==> config.mk <==
export PLATFORM = sky130hd
export DESIGN_NAME = lfsr_gen
export DESIGN_NICKNAME = d
export VERILOG_FILES = /design/src/rtl/lfsr_gen.sv
export SDC_FILE = /design/constraint.sdc
export NUM_CORES = 1
export LEC_CHECK = 0
export ABC_AREA = 1
export CAP_MARGIN = 15
export CORE_MARGIN = 5
export CORE_UTILIZATION = 40
export CTS_CLUSTER_DIAMETER = 80
export DETAILED_ROUTE_END_ITERATION = 8
export GPL_ROUTABILITY_DRIVEN = 1
export PLACE_DENSITY_LB_ADDON = 0.08
export SLEW_MARGIN = 30
export SYNTH_ARGS = -nofsm -noshare
export SYNTH_HDL_FRONTEND = slang
export SYNTH_SLANG_ARGS = --single-unit
==> constraint.sdc <==
create_clock -name clk_i -period 1.5 [get_ports clk_i]
set_input_delay 0.225 -clock clk_i [delete_from_list [all_inputs] [get_ports clk_i]]
set_output_delay 0.225 -clock clk_i [all_outputs]
set_load 0.1 [all_outputs]
==> src/rtl/lfsr_gen.sv <==
// Parametrised Fibonacci/Galois LFSR with seed load, burst stepping, zero-lockup guard and wrap flag.
// Optional step counter output count_o is enabled by defining LFSR_STEP_COUNT_EN.
module lfsr_gen #(
  parameter int               WIDTH = 4,
  parameter logic [WIDTH-1:0] TAPS  = WIDTH'(4'hC),
  parameter logic [WIDTH-1:0] SEED  = {WIDTH{1'b1}},
  parameter int               MODE  = 0,
  parameter int               LEN_W = 8
) (
  input  logic             clk_i,
  input  logic             n_rst_i,
  input  logic             enable_i,
  input  logic             load_i,
  input  logic [WIDTH-1:0] load_data_i,
  input  logic             start_i,
  input  logic [LEN_W-1:0] len_i,
  output logic [WIDTH-1:0] lfsr_o,
  output logic             busy_o,
  output logic             done_o,
  output logic             wrap_o,
  output logic             lockup_o
`ifdef LFSR_STEP_COUNT_EN
  ,
  output logic [WIDTH-1:0] count_o
`endif
);

  typedef enum logic [1:0] {
    IDLE  = 2'd0,
    BURST = 2'd1,
    DONE  = 2'd2
  } state_t;

  state_t             state_r;
  logic [WIDTH-1:0]   lfsr_r;
  logic [LEN_W-1:0]   cnt_r;
  logic               busy_r;
  logic               done_r;
  logic               wrap_r;
  logic               lockup_r;
  logic [WIDTH-1:0]   next_s;
  logic               step_en_s;

  function automatic logic [WIDTH-1:0] step_f(input logic [WIDTH-1:0] s);
    if (MODE == 0) begin
      step_f = {s[WIDTH-2:0], ^(s & TAPS)};
    end else begin
      step_f = {s[WIDTH-2:0], 1'b0} ^ ({WIDTH{s[WIDTH-1]}} & TAPS);
    end
  endfunction

  assign next_s = step_f(lfsr_r);

  // Load always wins; a start accepted in IDLE takes the cycle without stepping.
  always_comb begin
    step_en_s = 1'b0;
    if (load_i) begin
      step_en_s = 1'b0;
    end else if (state_r == BURST) begin
      step_en_s = 1'b1;
    end else if (state_r == IDLE) begin
      step_en_s = enable_i && !start_i;
    end else begin
      step_en_s = 1'b0;
    end
  end

`ifdef LFSR_STEP_COUNT_EN
  logic [WIDTH-1:0] count_r;

  // Step counter, restarted whenever the sequence returns to SEED.
  always_ff @(posedge clk_i) begin
    if (!n_rst_i) begin
      count_r <= {WIDTH{1'b0}};
    end else if (load_i) begin
      count_r <= {WIDTH{1'b0}};
    end else if (step_en_s) begin
      count_r <= (next_s == SEED) ? {WIDTH{1'b0}} : count_r + WIDTH'(1'b1);
    end else begin
      count_r <= count_r;
    end
  end

  assign count_o = count_r;
`endif

  // State register, burst FSM and registered status flags.
  always_ff @(posedge clk_i) begin
    if (!n_rst_i) begin
      state_r  <= IDLE;
      lfsr_r   <= SEED;
      cnt_r    <= {LEN_W{1'b0}};
      busy_r   <= 1'b0;
      done_r   <= 1'b0;
      wrap_r   <= 1'b0;
      lockup_r <= 1'b0;
    end else begin
      done_r   <= 1'b0;
      wrap_r   <= 1'b0;
      lockup_r <= 1'b0;
      if (load_i) begin
        state_r <= IDLE;
        busy_r  <= 1'b0;
        cnt_r   <= {LEN_W{1'b0}};
        if (load_data_i == {WIDTH{1'b0}}) begin
          lfsr_r   <= SEED;
          lockup_r <= 1'b1;
        end else begin
          lfsr_r <= load_data_i;
        end
      end else begin
        case (state_r)
          IDLE: begin
            if (start_i) begin
              if (len_i != {LEN_W{1'b0}}) begin
                cnt_r   <= len_i;
                busy_r  <= 1'b1;
                state_r <= BURST;
              end else begin
                done_r  <= 1'b1;
                state_r <= DONE;
              end
            end else begin
              state_r <= IDLE;
            end
          end
          BURST: begin
            cnt_r <= cnt_r - LEN_W'(1'b1);
            if (cnt_r == LEN_W'(1'b1)) begin
              busy_r  <= 1'b0;
              done_r  <= 1'b1;
              state_r <= DONE;
            end else begin
              state_r <= BURST;
            end
          end
          DONE: begin
            state_r <= IDLE;
          end
          default: begin
            busy_r  <= 1'b0;
            state_r <= IDLE;
          end
        endcase
        if (step_en_s) begin
          lfsr_r <= next_s;
          wrap_r <= (next_s == SEED);
        end else begin
          lfsr_r <= lfsr_r;
        end
      end
    end
  end

  assign lfsr_o   = lfsr_r;
  assign busy_o   = busy_r;
  assign done_o   = done_r;
  assign wrap_o   = wrap_r;
  assign lockup_o = lockup_r;

endmodule

Yosys cells after proc, flatten, opt, wreduce, memory -nomap -nowiden
Index checks and enable logic that the tools add are counted.
- output and inout bits: 8
- bits in registers: 18
- logic and storage cells: 53
- $add $sub $neg: 1
- muxes and demuxes: 22
- reductions and logical operators: 13
- eq/ne operators: 7
- bitwise gates (word level): 3
- operator list (kind ; count):
    8-bit 2-to-1 mux ; 2
    8-bit one-hot mux with 2 select lines ; 1
    4-bit 2-to-1 mux ; 3
    1-bit 2-to-1 mux ; 10
    8-bit by 1-bit == test with 1-bit output (second input constant) ; 1
    8-bit nonzero test ; 1
    8-bit by 1-bit subtractor with 8-bit output (second input constant) ; 1
    2-bit 2-to-1 mux ; 3
    4-bit == test (second input constant) ; 1
    4-bit zero test ; 1
    2-bit by 1-bit != test with 1-bit output (second input constant) ; 2
    2-bit one-hot mux with 2 select lines ; 1
    4-bit AND reduction ; 1
    2-bit nonzero test ; 2
    4-bit XOR reduction ; 1
    1-bit inverter ; 3
    1-bit one-hot mux with 3 select lines ; 1
    3-bit AND reduction ; 1
    3-bit OR reduction ; 1
    2-bit by 1-bit == test with 1-bit output (second input constant) ; 1
    2-bit == test (second input constant) ; 1
    2-bit zero test ; 1
    2-bit != test (second input constant) ; 1
    1-bit one-hot mux with 2 select lines ; 1
    4 further kinds ; 4

Longest topological paths before layout
- word-level depth: 7
- depth in mapped cells: 9
- gate-level depth less buffers: 8

Worst setup path after synthesis
Ideal clock, no wire load.
- path kind: register to register
- start: register state_r[1]
- end: register cnt_r[2]
- setup time: 0.114 ns
- data arrival time: 1.741 ns
- stages on the path, launching flop included: 7
- setup slack: -0.354 ns
- cells stage by stage: dfxtp_1 > nor2_2 > nand2_2 > nand3_2 > buf_6 > a21oi_1 > nor2_1
- longest elaborated chain between the ends: 3
- ends and longest elaborated chain (element ; RTL line ; source):
    start: declaration ; 34 ; state_t state_r;
    start signal: assignment ; 90 ; state_r <= IDLE;
    start signal: assignment ; 102 ; state_r <= IDLE;
    start signal: assignment ; 118 ; state_r <= BURST;
    2-bit zero test / 2-bit by 1-bit == test with 1-bit output (equally long branches) ; 112 ; case (state_r)
    2-bit by 1-bit != test with 1-bit output (no line), or another cell as far along ; n/a ;
    3-bit AND reduction (no line) ; n/a ;
    end signal: assignment ; 104 ; cnt_r <= {LEN_W{1'b0}};
    end signal: assignment ; 116 ; cnt_r <= len_i;
    end signal: assignment ; 128 ; cnt_r <= cnt_r - LEN_W'(1'b1);
    end: declaration ; 36 ; logic [LEN_W-1:0] cnt_r;
Several ways; a longest one is shown, not always the timed one.
A chain may end at the register's enable or synchronous reset.

Final worst setup path
- start: input port len_i[1]
- end: register cnt_r[7]
- longest elaborated chain between the ends: 3
- ends and longest elaborated chain (element ; RTL line ; source):
    start: declaration ; 16 ; input logic [LEN_W-1:0] len_i,
    8-bit nonzero test ; 115 ; if (len_i != {LEN_W{1'b0}}) begin
    2-bit by 1-bit != test with 1-bit output (no line) ; n/a ;
    3-bit AND reduction (no line) ; n/a ;
No other way between the ends.

==> impl_metrics.json <==
{
  "status": "complete, no violations",
  "startpoint_type": "input pin",
  "rr_endpoint": "cnt_r[2]",
  "post_cts_buffers": 0,
  "final_antenna_net_count": 0,
  "drt_pass1_iterations": 4,
  "r2r-start": "state_r[0]",
  "grt_max_degree": 15,
  "antenna_found_initial": 0,
  "cts_tree": "done",
  "p_per_area_nw_per_um2": 787.7,
  "stdcell_area_um2": 1464,
  "grt_pass1_vias": 1018,
  "path_class": "in -> reg",
  "min_to": "busy_o",
  "core_um2": 2500,
  "finalHoldViolCount": 0,
  "ctsRootBufferMaster": "clkbuf_4",
  "clk_latency_ns": 0.29,
  "netlist_area_um2": 1061,
  "synth_edf_count": 0,
  "p_leak_nw": 0.6684,
  "rr_worst_depth": 7,
  "die_y_um": 61.50,
  "cp.arrival_ns": 1.58,
  "drive_above_1_share_pct": 13.93,
  "ys_warn_count": 0,
  "ys_ff_latch": 17,
  "crit_required_ns": 1.70,
  "placed_area_um2": 1438,
  "clock.fmax_mhz": 727.1,
  "slew_violations": 0,
  "cts_resized": 0,
  "synthDistinctLibCells": 23,
  "end_kind": "register",
  "via_per_inst": 4.840,
  "cts_inserted_buffers": 3,
  "cp_slowest_cell": "clkdlybuf4s50_1",
  "finalCriticalPeriod_ns": 1.375,
  "drc_errors": 0,
  "initial_core_util_pct": 42.44,
  "synth_fp_nets": 189,
  "io_pins": 25,
  "cts.reportedPaths.clkPinSlew_ns": 0.10,
  "port_buffers": 24,
  "cts_sinks": 17,
  "finClkSkew_ns": 0.0007325,
  "fill_cells": 250,
  "layout_common_cells": "44 x nand2_1, 33 x nor2_1, 17 x inv_1",
  "area_growth_pct": 37.97,
  "layout_commonest_cell": "nand2_1",
  "rsz0062_at_grt": "false",
  "synth_cells": 170,
  "num_rows": 18,
  "ys.flop_type": "dfxtp_1",
  "die-width_um": 61.50,
  "async_reset_ff_share_pct": 0,
  "die-area_um2": 3782,
  "diodes": 0,
  "finalCritPeriodShare_pct": 91.68,
  "hold_start": "busy_o",
  "drt-total-wl_mm": 2.650,
  "peakVddDrop_mv": 0.7285,
  "cts-hold-fix-buffers": 0,
  "cap_viol_max_count": 0,
  "syn_area_per_cell_um2": 6.241,
  "track_usage_pct": 15.80,
  "wl_per_cell_um": 11.47,
  "r2r_slack_ns": 0.21,
  "regArea_um2": 341.6,
  "drt_iter0_drc": 56,
  "multi_input_area_um2": 621.8,
  "final_nets": 221,
  "whs_path_depth": 2,
  "worst_pin_slew_ns": 0.2976,
  "htree_levels": 1,
  "hp-class": "reg -> reg",
  "grt_pass1_wl_mm": 4.409,
  "globalRouteOverflowTotal": 0,
  "setup_viol_count_final": 0,
  "crit_fanout": 14,
  "slowest_delay_ns": 0.41,
  "slew_headroom_pct": 80.08,
  "hpwl_mm": 2.106,
  "ys_seq_area_share_pct": 32.08,
  "finalSetupTns_ns": 0,
  "ctsLongestPathBuffers": 2,
  "routabilityCongestion": 0.8568,
  "num_vias": 1118,
  "cp_cell_sequence": "clkdlybuf4s50_1 -> nor2_1 -> nand2_1 -> nor2_1 -> nand2_2 -> nand3_2 -> nand2_1 -> nand2_1 -> nor2_1"
}
-- cells in the mapped netlist (all sizes together), types with 2 or more instances --
library cell | n | area (um2)
nand2 | 47 | 183.9
nor2 | 36 | 142.6
inv | 19 | 71.32
dfxtp | 17 | 340.3
nand3 | 14 | 75.07
o21ai | 9 | 45.04
a21oi | 7 | 35.03
nand4 | 4 | 25.02
nor3 | 4 | 20.02
buf | 2 | 22.52
ha | 2 | 25.02
o22ai | 2 | 12.51
or2 | 2 | 12.51
-- report_power, final --
part,total (mW),switching [mW],internal (mW)
Clock,0.249,0.146,0.104
Sequential,0.506,0.0298,0.476
Combinational,0.398,0.236,0.162
-- per-layer routing --
layer	wire [um]	GRT usage, %	part of all wire [%]	up-vias
li1	-	-	-	607
met1	1349	21.86	51	484
met2	1134	22.87	43	23
met3	123	3.983	4.6	4
met4	43	7.273	1.6	0
met5	0	0	0	-
-- sequential cells by signal, summed over array words and instances (netlist names) --
signal and count:
cnt_r 8, lfsr_o 4, state_r 2, busy_o 1
lockup_o 1, wrap_o 1
-- worst max-delay path by stage --
| stage | startpoint | cells after the start | slack (ns) | end |
|---|---|---|---|---|
| finish | len_i[1] | 9 | 0.12 | cnt_r[7] |
| global route | len_i[1] | 9 | 0.009 | cnt_r[0] |
| CTS | len_i[1] | 9 | 0.15 | cnt_r[7] |
| detailed placement | len_i[1] | 9 | -0.18 | cnt_r[7] |
| global placement | len_i[1] | 9 | -0.12 | cnt_r[0] |
| floorplan | lfsr_o[2] | 4 | 0.01 | lfsr_o[0] |
-- cell families (layout without fill, tap and decap cells) --
kind of cell	after synthesis	after routing	synth area share [%]
simple gates	107	107	43.28
compound gates	21	21	12.15
flops	17	17	32.08
fa+ha+maj	2	2	2.358
buf+inv	22	53	9.316
xor+xnor	1	1	0.8256
-- layout make-up --
cell class	count	area share, %
timing repair buffer	30	24.96
clock buffer	4	1.795
multi-input combinational	131	42.48
sequential	17	23.33
tap	30	2.564
inverter	19	4.872
-- through the flow --
stage	total power, mW	util [%]	hold slack, ns	setup WS [ns]	cells
finish	1.153	58.56	0.5130	0.1248	231
global route	1.224	58.56	0.5471	0.009167	231
CTS	1.169	58.56	0.5196	0.1529	231
detailed placement	0.9143	57.51	0.5040	-0.1784	227
global placement	0.9105	57.51	0.4912	-0.1247	227
floorplan	0.7686	-	0.3091	0.01065	170
-- critical path, delay by kind of cell --
family	cells	cell delay (ns)
buffers and inverters	1	0.41
AND/OR/NAND/NOR	8	0.93
Power figures use the tool's default switching activity.
